### src/rtl/mram_cmd_serializer_pkg.sv
// Purpose : shared constants, control-bit indices and FSM state type for the MRAM command serializer.
// Latency : n/a (package only).
// Backpressure: n/a (package only).
package mram_ser_pkg;

  // Default lane widths: address, write data and control.
  localparam int DEF_ADDR_W = 20;
  localparam int DEF_DATA_W = 16;
  localparam int DEF_CTRL_W = 5;

  // Bit positions inside the control word.
  localparam int CTRL_CE = 0;  // chip_en
  localparam int CTRL_WE = 1;  // write_en
  localparam int CTRL_OE = 2;  // out_en
  localparam int CTRL_LB = 3;  // lower_byte_en
  localparam int CTRL_UB = 4;  // upper_byte_en

  typedef enum logic [1:0] {
    IDLE  = 2'd0,
    SHIFT = 2'd1,
    GAP   = 2'd2
  } state_e;

  // The frame is as long as the widest lane.
  function automatic int max3(input int a, input int b, input int c);
    int m;
    m = (a > b) ? a : b;
    return (m > c) ? m : c;
  endfunction

endpackage

### src/rtl/mram_cmd_serializer_if.sv
// Purpose : parallel command handshake bundle (valid/ready + address, data, control).
// Latency : n/a (wiring only).
// Backpressure: producer holds cmd_* stable with cmd_valid high until it sees cmd_ready.
// Ports   : cmd_valid, cmd_addr, cmd_data, cmd_ctrl (producer -> serializer); cmd_ready (serializer -> producer).
interface mram_cmd_if #(
  parameter int ADDR_W = mram_ser_pkg::DEF_ADDR_W,
  parameter int DATA_W = mram_ser_pkg::DEF_DATA_W,
  parameter int CTRL_W = mram_ser_pkg::DEF_CTRL_W
);
  logic              cmd_valid;
  logic              cmd_ready;
  logic [ADDR_W-1:0] cmd_addr;
  logic [DATA_W-1:0] cmd_data;
  logic [CTRL_W-1:0] cmd_ctrl;

  modport master (output cmd_valid, cmd_addr, cmd_data, cmd_ctrl, input cmd_ready);
  modport slave  (input cmd_valid, cmd_addr, cmd_data, cmd_ctrl, output cmd_ready);
endinterface

### src/rtl/mram_cmd_serializer_piso_shift.sv
// Purpose : parallel-in serial-out lane register, LSB first, zero fill from the top.
// Latency : bit 0 visible the cycle after load; one new bit per shift.
// Backpressure: none; driven purely by load/shift from the controlling FSM.
// Ports   : clk, rst (async active-low), load + din (capture), shift (advance), ser (registered serial bit).
module piso_shift #(
  parameter int WIDTH = 8
) (
  input  logic             clk,
  input  logic             rst,
  input  logic             load,
  input  logic             shift,
  input  logic [WIDTH-1:0] din,
  output logic             ser
);

  logic [WIDTH-1:0] sr_q, sr_d;

  // Shifting in zeros means the lane idles at 0 once its bits are used up,
  // which gives the padding slots and the post-frame zero for free.
  always_comb begin
    sr_d = sr_q;
    if (load) begin
      sr_d = din;
    end else if (shift) begin
      sr_d = sr_q >> 1;
    end
  end

  always_ff @(posedge clk or negedge rst) begin
    if (!rst) begin
      sr_q <= '0;
    end else begin
      sr_q <= sr_d;
    end
  end

  assign ser = sr_q[0];

endmodule

### src/rtl/mram_cmd_serializer.sv
// Purpose : takes one parallel MRAM command per handshake and emits it as a framed LSB-first serial burst.
// Latency : bit 0 and ctrl_en appear at the accepting edge; frame lasts FRAME_LEN cycles, then GAP_CYCLES idle.
// Backpressure: cmd_ready is high only in IDLE; commands offered during a frame or gap wait.
// Ports   : clk, rst (async active-low), cmd (slave handshake), ctrl_en/addr_ser/data_ser/ctrl_ser (serial lanes),
//           busy (frame or gap in progress), frame_done (one-cycle pulse at frame end). All outputs registered.
module mram_cmd_serializer #(
  parameter int ADDR_W     = mram_ser_pkg::DEF_ADDR_W,
  parameter int DATA_W     = mram_ser_pkg::DEF_DATA_W,
  parameter int CTRL_W     = mram_ser_pkg::DEF_CTRL_W,
  parameter int GAP_CYCLES = 2
) (
  input  logic       clk,
  input  logic       rst,
  mram_cmd_if.slave  cmd,
  output logic       ctrl_en,
  output logic       addr_ser,
  output logic       data_ser,
  output logic       ctrl_ser,
  output logic       busy,
  output logic       frame_done
);
  import mram_ser_pkg::*;

  localparam int FRAME_LEN = max3(ADDR_W, DATA_W, CTRL_W);
  localparam int CNT_W     = $clog2(FRAME_LEN + 1);
  localparam int GAP_W     = (GAP_CYCLES > 1) ? $clog2(GAP_CYCLES) : 1;
  localparam logic [CNT_W-1:0] LAST_BIT = CNT_W'(FRAME_LEN - 1);
  localparam logic [GAP_W-1:0] LAST_GAP = GAP_W'((GAP_CYCLES > 0) ? GAP_CYCLES - 1 : 0);

  state_e             state_q, state_d;
  logic [CNT_W-1:0]   bit_cnt_q, bit_cnt_d;
  logic [GAP_W-1:0]   gap_cnt_q, gap_cnt_d;
  logic               ctrl_en_q, ctrl_en_d;
  logic               cmd_ready_q, cmd_ready_d;
  logic               busy_q, busy_d;
  logic               frame_done_q, frame_done_d;
  logic               load, shift;

  always_comb begin
    state_d      = state_q;
    bit_cnt_d    = bit_cnt_q;
    gap_cnt_d    = gap_cnt_q;
    ctrl_en_d    = ctrl_en_q;
    frame_done_d = 1'b0;
    load         = 1'b0;
    shift        = 1'b0;

    case (state_q)
      IDLE: begin
        if (cmd.cmd_valid && cmd_ready_q) begin
          load      = 1'b1;
          ctrl_en_d = 1'b1;
          bit_cnt_d = '0;
          state_d   = SHIFT;
        end
      end
      SHIFT: begin
        // Shift on every frame cycle, including the last: the final shift
        // empties every lane so they all drop to 0 together with ctrl_en.
        shift = 1'b1;
        if (bit_cnt_q == LAST_BIT) begin
          ctrl_en_d    = 1'b0;
          frame_done_d = 1'b1;
          gap_cnt_d    = '0;
          state_d      = (GAP_CYCLES > 0) ? GAP : IDLE;
        end else begin
          bit_cnt_d = bit_cnt_q + CNT_W'(1);
        end
      end
      GAP: begin
        if (gap_cnt_q == LAST_GAP) begin
          state_d = IDLE;
        end else begin
          gap_cnt_d = gap_cnt_q + GAP_W'(1);
        end
      end
      default: state_d = IDLE;
    endcase

    // Status outputs are registered, so derive them from the next state.
    cmd_ready_d = (state_d == IDLE);
    busy_d      = (state_d != IDLE);
  end

  always_ff @(posedge clk or negedge rst) begin
    if (!rst) begin
      state_q      <= IDLE;
      bit_cnt_q    <= '0;
      gap_cnt_q    <= '0;
      ctrl_en_q    <= 1'b0;
      cmd_ready_q  <= 1'b0;
      busy_q       <= 1'b0;
      frame_done_q <= 1'b0;
    end else begin
      state_q      <= state_d;
      bit_cnt_q    <= bit_cnt_d;
      gap_cnt_q    <= gap_cnt_d;
      ctrl_en_q    <= ctrl_en_d;
      cmd_ready_q  <= cmd_ready_d;
      busy_q       <= busy_d;
      frame_done_q <= frame_done_d;
    end
  end

  piso_shift #(.WIDTH(ADDR_W)) u_addr_lane (
    .clk(clk), .rst(rst), .load(load), .shift(shift), .din(cmd.cmd_addr), .ser(addr_ser)
  );
  piso_shift #(.WIDTH(DATA_W)) u_data_lane (
    .clk(clk), .rst(rst), .load(load), .shift(shift), .din(cmd.cmd_data), .ser(data_ser)
  );
  piso_shift #(.WIDTH(CTRL_W)) u_ctrl_lane (
    .clk(clk), .rst(rst), .load(load), .shift(shift), .din(cmd.cmd_ctrl), .ser(ctrl_ser)
  );

  assign cmd.cmd_ready = cmd_ready_q;
  assign ctrl_en       = ctrl_en_q;
  assign busy          = busy_q;
  assign frame_done    = frame_done_q;

endmodule

### src/flat_wrapper.sv
// flat-port wrapper written by rule: the top's interface ports become plain ports
module mram_cmd_serializer_flat import mram_ser_pkg::*;
#(
  parameter int ADDR_W     = mram_ser_pkg::DEF_ADDR_W,
  parameter int DATA_W     = mram_ser_pkg::DEF_DATA_W,
  parameter int CTRL_W     = mram_ser_pkg::DEF_CTRL_W,
  parameter int GAP_CYCLES = 2
)
  (clk, rst, ctrl_en, addr_ser, data_ser, ctrl_ser, busy, frame_done, cmd_cmd_valid, cmd_cmd_addr, cmd_cmd_data, cmd_cmd_ctrl, cmd_cmd_ready);
  mram_cmd_if #(.ADDR_W(ADDR_W), .DATA_W(DATA_W), .CTRL_W(CTRL_W)) cmd_i ();
  input  logic clk;
  input  logic rst;
  output logic ctrl_en;
  output logic addr_ser;
  output logic data_ser;
  output logic ctrl_ser;
  output logic busy;
  output logic frame_done;
  input wire logic [$bits(cmd_i.cmd_valid)-1:0] cmd_cmd_valid;
  input wire logic [$bits(cmd_i.cmd_addr)-1:0] cmd_cmd_addr;
  input wire logic [$bits(cmd_i.cmd_data)-1:0] cmd_cmd_data;
  input wire logic [$bits(cmd_i.cmd_ctrl)-1:0] cmd_cmd_ctrl;
  output wire logic [$bits(cmd_i.cmd_ready)-1:0] cmd_cmd_ready;
  assign cmd_i.cmd_valid = cmd_cmd_valid;
  assign cmd_i.cmd_addr = cmd_cmd_addr;
  assign cmd_i.cmd_data = cmd_cmd_data;
  assign cmd_i.cmd_ctrl = cmd_cmd_ctrl;
  assign cmd_cmd_ready = cmd_i.cmd_ready;
  mram_cmd_serializer #(.ADDR_W(ADDR_W), .DATA_W(DATA_W), .CTRL_W(CTRL_W), .GAP_CYCLES(GAP_CYCLES)) u_core (.clk(clk), .rst(rst), .cmd(cmd_i), .ctrl_en(ctrl_en), .addr_ser(addr_ser), .data_ser(data_ser), .ctrl_ser(ctrl_ser), .busy(busy), .frame_done(frame_done));
endmodule
### config.mk
export PLATFORM = sky130hd
export DESIGN_NAME = mram_cmd_serializer_flat
export DESIGN_NICKNAME = d
export VERILOG_FILES = /design/src/rtl/mram_cmd_serializer_pkg.sv /design/src/rtl/mram_cmd_serializer_if.sv /design/src/rtl/mram_cmd_serializer_piso_shift.sv /design/src/rtl/mram_cmd_serializer.sv /design/src/flat_wrapper.sv
export SDC_FILE = /design/constraint.sdc
export NUM_CORES = 1
export LEC_CHECK = 0
export ABC_AREA = 1
export CELL_PAD_IN_SITES_DETAIL_PLACEMENT = 0
export CELL_PAD_IN_SITES_GLOBAL_PLACEMENT = 1
export CORE_ASPECT_RATIO = 1.4
export CORE_UTILIZATION = 34
export DETAILED_ROUTE_END_ITERATION = 8
export HOLD_SLACK_MARGIN = 0.08
export PLACE_DENSITY_LB_ADDON = 0.2
export SYNTH_ARGS = -nofsm -noshare
export SYNTH_HDL_FRONTEND = slang
export SYNTH_SLANG_ARGS = --single-unit
### constraint.sdc
create_clock -name clk -period 1.3 [get_ports clk]
set_input_delay 0.26 -clock clk [delete_from_list [all_inputs] [get_ports clk]]
set_output_delay 0.26 -clock clk [all_outputs]
set_load 0.03 [all_outputs]
# Yosys cells after proc, flatten, opt, wreduce, memory -nomap -nowiden
# Index checks and enable logic that the tools add are counted.
[word_totals]
output_inout_bits = 7
wordCells = 51
regBits = 53
[classes]
n_eq_ne = 6
n_addsub = 2
reduce_logical = 10
n_mux = 23
[op_table]
columns = ["op", "n"]
rows = [
  ["$mux W20", 2],
  ["$mux W16", 2],
  ["$mux W5", 4],
  ["$pmux W5 S2", 1],
  ["$mux W1", 8],
  ["$reduce_bool A2 Y1", 4],
  ["$mux W2", 3],
  ["$pmux W2 S3", 1],
  ["$reduce_and A3 Y1", 2],
  ["$add A5 B1 Y5 const B", 1],
  ["$eq A5 B5 Y1 const B", 1],
  ["$logic_not A2 Y1", 2],
  ["$ne A2 B1 Y1 const B", 2],
  ["$pmux W1 S2", 2],
  ["$eq A2 B1 Y1 const B", 1],
  ["$eq A2 B2 Y1 const B", 1],
  ["$ne A2 B2 Y1 const B", 1],
  ["$reduce_and A2 Y1", 1],
  ["$add A1 B1 Y1 const B", 1],
  ["$logic_and A1 B1 Y1", 1],
]

# Longest topological paths before layout
# Gate-level depths: netlist of run 1.
[logic_depth]
depth_word = 4
mapped_depth = 8

# Modules after synthesis
# Synthesis of run 1 repeated with hierarchy kept, for this count alone.
[unflattened]
cells_unflattened = 289
area_unflattened_um2 = 2577.5
[modules_own_cells]
columns = ["mod", "seq_area_each_um2", "area_per_inst_um2", "cells_per_inst", "n_inst"]
rows = [
  ["piso_shift at u_core.u_addr_lane", 500.5, 974.7, 108, 1],
  ["piso_shift at u_core.u_data_lane", 400.4, 752.0, 87, 1],
  ["mram_cmd_serializer", 300.3, 629.4, 68, 1],
  ["piso_shift at u_core.u_ctrl_lane", 125.1, 221.5, 26, 1],
]

# Least setup slack after synthesis of run 1
# Ideal clock, no wire load.
[synth_timing]
kind = "flip-flop to flip-flop"
start = "reg u_core.cmd_ready_q, in the netlist u_core.cmd.cmd_ready"
end = "reg u_core.bit_cnt_q[0]"
period_less_slack_ns = 1.360
arrival_ns = 1.243
setup_ns = 0.117
setup_slack_ns = -0.060
stages_incl_launch_ff = 8
t_required_ns = 1.183
n_path_buf = 2
path_cell_list = "dfrtp_1 nand2_1 inv_1 nand2_1 buf_4 buf_6 nand3_1 nand2_1"
[synth_between]
elab_chain_cells = 3
[synth_lines]
columns = ["element", "line_no", "rtl"]
rows = [
  ["start: declaration", "mram_cmd_serializer.sv:34", "logic cmd_ready_q, cmd_ready_d;"],
  ["start signal: assignment", "mram_cmd_serializer.sv:99", "cmd_ready_q <= cmd_ready_d;"],
  ["$logic_and A1 B1 Y1", "mram_cmd_serializer.sv:50", "if (cmd.cmd_valid && cmd_ready_q) begin"],
  ["$ne A2 B1 Y1 (no source line)", "n/a", ""],
  ["$reduce_and A3 Y1 (no source line)", "n/a", ""],
  ["end signal: assignment", "mram_cmd_serializer.sv:96", "bit_cnt_q <= bit_cnt_d;"],
  ["end: declaration", "mram_cmd_serializer.sv:31", "logic [CNT_W-1:0] bit_cnt_q, bit_cnt_d;"],
]
# Every way passes these cells.
# A chain may end at the register's enable or synchronous reset.

# Final worst setup path of run 1
[layout_timing]
start = "reg u_core.bit_cnt_q[1]"
end = "reg u_core.bit_cnt_q[4]"
[layout_between]
elab_chain_cells = 3
[layout_lines]
columns = ["element", "line_no"]
rows = [
  ["$add A5 B1 Y5 / $eq A5 B5 Y1 (equally long branches)", "mram_cmd_serializer.sv:67, mram_cmd_serializer.sv:61"],
  ["$mux W5 / $ne A2 B2 Y1 (equally long branches)", "n/a"],
  ["$pmux W5 S2 / $reduce_and A3 Y1 (equally long branches)", "n/a"],
]
# Parallel ways exist; a longest one is shown, timed or not. The select of a mux whose other input is x is not followed.

==> results of run 1 <==
==> cell type report <==
class | count | area (um^2)
clock buffers | 7 | 86.33
fillers | 669 | 3462
inverters | 9 | 33.78
multi-input cells | 204 | 950.9
flip-flops and latches | 53 | 1330
well taps | 92 | 115.1
repair buffers | 68 | 721.9
==> routing by layer <==
metal,GRT usage [%],wire (um),vias up
met3,2.886,236,11
met2,28.68,2951,45
met5,0,0,-
met1,21.32,2626,973
li1,-,-,1043
met4,6.486,109,0
==> synthesized netlist by cell type, drive strengths merged <==
cell type / count / area (um^2)
or2: 1 / 6.260
xnor2: 1 / 8.760
o21ai: 2 / 10.01
nand2: 99 / 374.1
dfrtp: 53 / 1326
nand3: 21 / 105.1
nor2: 41 / 163.9
ha: 1 / 12.51
o22ai: 1 / 6.260
a31oi: 34 / 212.7
a21oi: 1 / 8.760
buf: 17 / 112.6
inv: 9 / 33.79
nand4: 2 / 12.51
==> sequential cells by signal, indices dropped and copies added, names as in the netlist <==
name,flops
u_core.u_ctrl_lane.sr_q,5
u_core.bit_cnt_q,5
u_core.ctrl_en,1
u_core.busy,1
u_core.u_data_lane.sr_q,16
u_core.state_q,2
u_core.u_addr_lane.sr_q,20
u_core.cmd.cmd_ready,1
u_core.frame_done,1
u_core.gap_cnt_q,1
==> through the flow <==
stage / area, um^2 / hold WS (ps) / std cells / setup TNS [ps] / setup slack, ps
CTS: 3173 / 470.0 / 430 / -0.1021 / -0.1021
floorplan: 2395 / -35.59 / 283 / 0 / 16.92
global placement: 3073 / 280.0 / 422 / -5212 / -148.5
finish: 3238 / 464.2 / 433 / 0 / 87.74
detailed placement: 3073 / 282.7 / 422 / -6232 / -170.7
global route: 3238 / 484.3 / 433 / -9.117 / -9.117
==> placed cells by master, fill, tap and decap left out, drive strengths merged, types with 2 or more instances in the layout <==
cell type and count:
clkbuf 9, nand2 99, o21ai 2, nand3 21, nor2 41, dfrtp 53, nand4 2, inv 9
buf 23, a31oi 34, clkdlybuf4s50 42
==> worst paths after layout <==
path                                startpoint                          to  slack, ps  depth (start not counted)
min in group asynchronous                  rst  u_core.u_ctrl_lane.sr_q[0]        470                          3
hold reg to reg               u_core.gap_cnt_q           u_core.state_q[1]        460                          1
max in group asynchronous                  rst           u_core.state_q[1]        570                          3
setup reg to reg           u_core.bit_cnt_q[1]         u_core.bit_cnt_q[4]         90                          6
hold / removal                u_core.gap_cnt_q           u_core.state_q[1]        460                          1
setup / recovery           u_core.bit_cnt_q[1]         u_core.bit_cnt_q[4]         90                          6
==> critical path: stages, from the launching register on <==
cell,delay (ps)
dfrtp_1,430
ha_4,190
nand3_1,110
nand2_2,110
buf_4,150
nand3_1,60
nand2_1,60
==> what timing repair did <==
item,4_1_cts,5_1_grt
gates resized for setup,4,8
endpoints found under the hold margin,53,0
pin swaps,0,1
endpoints found under the setup margin,4,44
cloned,0,1
setup buffers,0,2
hold buffers,1,0
==> cells by family after synthesis <==
| logic type | after synthesis | share of synthesized area [%] |
|---|---|---|
| DFF | 53 | 55.41 |
| xor gates and xnor gates | 1 | 0.3660 |
| buffers and inverters | 26 | 6.116 |
| adders and majority gates | 1 | 0.5227 |
| and+or+nand+nor | 164 | 27.65 |
| AOI/OAI and AO/OA | 38 | 9.932 |
==> power groups by stage <==
stage	registers (mW)	clock network (mW)	logic (mW)
floorplan	2.66	0	1.31
detailed placement	2.61	0	2.32
global route	2.66	1.04	2.69
finish	2.60	0.939	2.42
CTS	2.58	0.981	2.34
global placement	2.61	0	2.29
==> metrics.cfg, run 1 <==
[outcome]
status = finished, final reports clean

[clock_network]
cts_tree = done
ctsHtreeMaxLevel = 2
cts_buffers = 5
cts-root-buf = clkbuf_8
clkTransAtPathRegs_ps = 90
cts_num_sinks = 53
cts_buffer_depth = 2
insertion_delay_ps = 310

[power]
p_sw_share_pct = 36.98
p_leak_nw = 1.490
powerDensity_nw_per_um2 = 1841
seqPwrFrac_pct = 43.6
combPwrFrac_pct = 40.7
vdd_drop_max_uv = 1056
power.switching_mw = 2.204
clkPwrFrac_pct = 15.8
total_power_mw = 5.961
cellInternalPower_mw = 3.756

[sta]
hold_violations = 0
min_period_over_period_pct = 93.25
period_minus_slack_ps = 1212
finClkSkew_ps = 8.147
setup-violations-final = 0
relSlewSlack_pct = 80.74
max_freq_ghz = 0.8249
final_max_slew_viol_count = 0
worstMarginPinSlew_ps = 288.8

[grt]
grt_use_total_pct = 16.89
grt_pass1_wl_mm = 9.473
grt_overflow = 0
grt_max_degree = 54
grt_pass1_vias = 2040
antenna_found_initial = 0

[yosys]
synth_fp_nets = 328
synthCells = 283
syn_area_um2 = 2394
yosysWarnings = 0
synth_cell_types = 20
syn_avg_cell_area_um2 = 8.458
synth_seq_area_share_pct = 55.41
ys_seq_elements = 53

[min_path]
worstHoldPathType = flop to flop

[detailed_routing]
drc = 0
antenna_left = 0
dr.pass1.iters = 4
viasPerCell = 4.785
routedWlPerCell_um = 13.68
first_iter_violations = 141
vias = 2072
drt-total-wl_mm = 5.924

[place]
numPortBuffers = 50
gp_congestion = 0.6911
dpl.hpwl_mm = 3.785

[finish]
area.growth.synth_to_final_pct = 35.29
drive_gt1_share_pct = 12.90
antenna_cells = 0
utilization_pct = 48.33
nNetsFinal = 386

[die]
ios = 51
initial_core_util_pct = 35.72
die_w_um = 72.91
dieArea_um2 = 7384
rows = 35
placeableCoreArea_um2 = 6700
die_h_um = 101.3

[job]
cap_violations = 0

[worst_setup_path]
end_kind = flop
cp_max_fo = 6
cp.arrival_ps = 1410
cp-start-kind = flop
path_class = flop to flop
cp.required_ps = 1500

Note: power is estimated with default switching activity, not from simulation.
==> run 2, diff against run 1 <==
Settings changed: CORE_UTILIZATION 34 to 37, CTS_BUF_LIST set to sky130_fd_sc_hd__clkbuf_16.
Clock period 1.3 ns to 1.2 ns, I/O delays scaled along.
==> metrics.cfg, run 2 (synthesis results as in run 1) <==
[worst_setup_path]
end_kind = flop  ; unchanged
path_cells = inv_2 -> nor2_4 -> buf_4 -> nand2_4 -> or2_0 -> nand2_1  ; was ha_4 -> nand3_1 -> nand2_2 -> buf_4 -> nand3_1 -> nand2_1
cp_max_fo = 7  ; was 6
cp-start-kind = flop  ; unchanged
cp.required_ps = 1430  ; was 1500 ps
crit_family = simple AND/OR/NAND/NOR gates  ; was flip-flops
cp.arrival_ps = 1470  ; was 1410 ps
critPathMaxStageDelay_ps = 420  ; was 430 ps
path_buf_inv = 2  ; was 1
cpMaxStageDelayCell = dfrtp_2  ; was dfrtp_1
path_class = flop to flop  ; unchanged
reg2reg_slack_ps = -30  ; was 90 ps

[place]
numPortBuffers = 50  ; unchanged
dpl.hpwl_mm = 3.596  ; was 3.785 mm
placed_area_um2 = 3063  ; was 3073 um^2
placed_cells = 405  ; was 422
place_ws_ps = -233.5  ; was -170.7 ps
gp_congestion = 0.7357  ; was 0.6911

[sta]
layout_setup_ws_ps = -34.94  ; was 87.74 ps
min_period_over_period_pct = 102.9  ; was 93.25%
hold_slack_ps = 465.3  ; was 464.2 ps
worstMarginPinSlew_ps = 296.8  ; was 288.8 ps
final_max_slew_viol_count = 0  ; unchanged
setup-violations-final = 2  ; was 0
finClkSkew_ps = 3.414  ; was 8.147 ps
period_minus_slack_ps = 1235  ; was 1212 ps
relSlewSlack_pct = 80.21  ; was 80.74%
tns_ps = -35.10  ; was 0 ps
hold_violations = 0  ; unchanged
grt_setup_unrepaired = true
max_freq_ghz = 0.8098  ; was 0.8249 GHz

[grt]
grt_pass1_vias = 2048  ; was 2040
grt_max_degree = 54  ; unchanged
grt_pass1_wl_mm = 9.701  ; was 9.473 mm
grt_use_total_pct = 17.91  ; was 16.89%
grt_overflow = 0  ; unchanged
antenna_found_initial = 0  ; unchanged

[clock_network]
cts_buffer_depth = 2  ; unchanged
cts_buffers = 5  ; unchanged
cts-root-buf = clkbuf_16  ; was clkbuf_8
clkTransAtPathRegs_ps = 70  ; was 90 ps
cts_tree = done  ; unchanged
insertion_delay_ps = 290  ; was 310 ps
ctsHtreeMaxLevel = 2  ; unchanged
cts_num_sinks = 53  ; unchanged

[die]
initial_core_util_pct = 38.54  ; was 35.72%
die_h_um = 97.17  ; was 101.3 um
rows = 34  ; was 35
dieArea_um2 = 6799  ; was 7384 um^2
die_w_um = 69.98  ; was 72.91 um
placeableCoreArea_um2 = 6211  ; was 6700 um^2
ios = 51  ; unchanged

[detailed_routing]
first_iter_violations = 113  ; was 141
viasPerCell = 5.074  ; was 4.785
dr.pass1.iters = 4  ; unchanged
drc = 0  ; unchanged
routedWlPerCell_um = 14.60  ; was 13.68 um
vias = 2131  ; was 2072
antenna_left = 0  ; unchanged
drt-total-wl_mm = 6.130  ; was 5.924 mm

[outcome]
violations = setup timing
status = finished with violations  ; was finished, final reports clean

[power]
cellInternalPower_mw = 4.466  ; was 3.756 mW
clkPwrFrac_pct = 20.5  ; was 15.8%
total_power_mw = 7.021  ; was 5.961 mW
powerDensity_nw_per_um2 = 2065  ; was 1841 nW/um^2
seqPwrFrac_pct = 39.6  ; was 43.6%
combPwrFrac_pct = 39.9  ; was 40.7%
p_leak_nw = 1.557  ; was 1.490 nW
power.switching_mw = 2.555  ; was 2.204 mW
p_sw_share_pct = 36.39  ; was 36.98%
vdd_drop_max_uv = 1086  ; was 1056 uV

[finish]
fill_cells = 600  ; was 669
nNetsFinal = 392  ; was 386
final_cell_mix = 94 x nand2_1, 50 x dfrtp_1, 42 x clkdlybuf4s50_1  ; was 95 x nand2_1, 50 x dfrtp_1, 42 x clkdlybuf4s50_1
largest_reg_flops = 20  ; unchanged
area.growth.synth_to_final_pct = 42.03  ; was 35.29%
antenna_cells = 0  ; unchanged
stdcell_count = 420  ; was 433
final_common_cell = nand2_1  ; unchanged
design_area_um2 = 3400  ; was 3238 um^2
drive_gt1_share_pct = 19.25  ; was 12.90%
top_register = u_core.u_addr_lane.sr_q  ; unchanged
largestRegisters = u_core.u_addr_lane.sr_q x20, u_core.u_data_lane.sr_q x16  ; unchanged
utilization_pct = 54.73  ; was 48.33%

[min_path]
worstHoldPathType = input port to async pin  ; was flop to flop

[job]
cap_violations = 0  ; unchanged

[run 2: power by group through the flow]
stage / registers (mW) / clock network, mW / logic [mW]
6_report: 2.78 / 1.44 / 2.80
5_1_grt: 2.85 / 1.55 / 3.10
4_1_cts: 2.76 / 1.50 / 2.61
3_5_place_dp: 2.76 / 0 / 2.56
3_3_place_gp: 2.77 / 0 / 2.53
2_1_floorplan: 2.88 / 0 / 1.44
[run 2: path summary, 6_finish.rpt]
path                                   start  cells after the start                          to
hold / removal                           rst                      3  u_core.u_addr_lane.sr_q[4]
setup / recovery           u_core.state_q[0]                      6         u_core.bit_cnt_q[0]
min in group clk            u_core.gap_cnt_q                      1           u_core.state_q[1]
max in group asynchronous                rst                      3        u_core.cmd.cmd_ready
setup reg to reg           u_core.state_q[0]                      6         u_core.bit_cnt_q[0]
hold reg to reg             u_core.gap_cnt_q                      1           u_core.state_q[1]
[run 2: worst register-to-register path, stage by stage (launching register included)]
cell	delay, ps
dfrtp_2	420
inv_2	60
nor2_4	180
buf_4	160
nand2_4	80
or2_0	210
nand2_1	60
[run 2: layout make-up]
| cell class | instances | area, um^2 | share of cell area, % |
|---|---|---|---|
| flip-flops and latches | 53 | 1330 | 39.12 |
| multi-input cells | 204 | 1006 | 29.59 |
| repair buffers | 74 | 792.0 | 23.30 |
| clock buffers | 5 | 125.1 | 3.681 |
| well taps | 72 | 90.09 | 2.650 |
| inverters | 9 | 33.78 | 0.9937 |
| clock inverters | 3 | 22.52 | 0.6625 |
[run 2: routing by layer]
layer  vias up  share of wire, %  track usage [%]
met5         -                 0                0
met4         0               1.8            7.846
met3         7               3.1            3.216
met2        42                50            30.03
met1      1027                45            22.36
li1       1055                 -                -
[run 2: repair_timing]
item / CTS / global route
hold endpoints to repair: 53 / 0
setup buffers: 0 / 2
pin swaps: 0 / 1
hold buffers: 1 / 0
resized for setup: 6 / 17
gates cloned: 0 / 4
endpoints found under the setup margin: 36 / 40
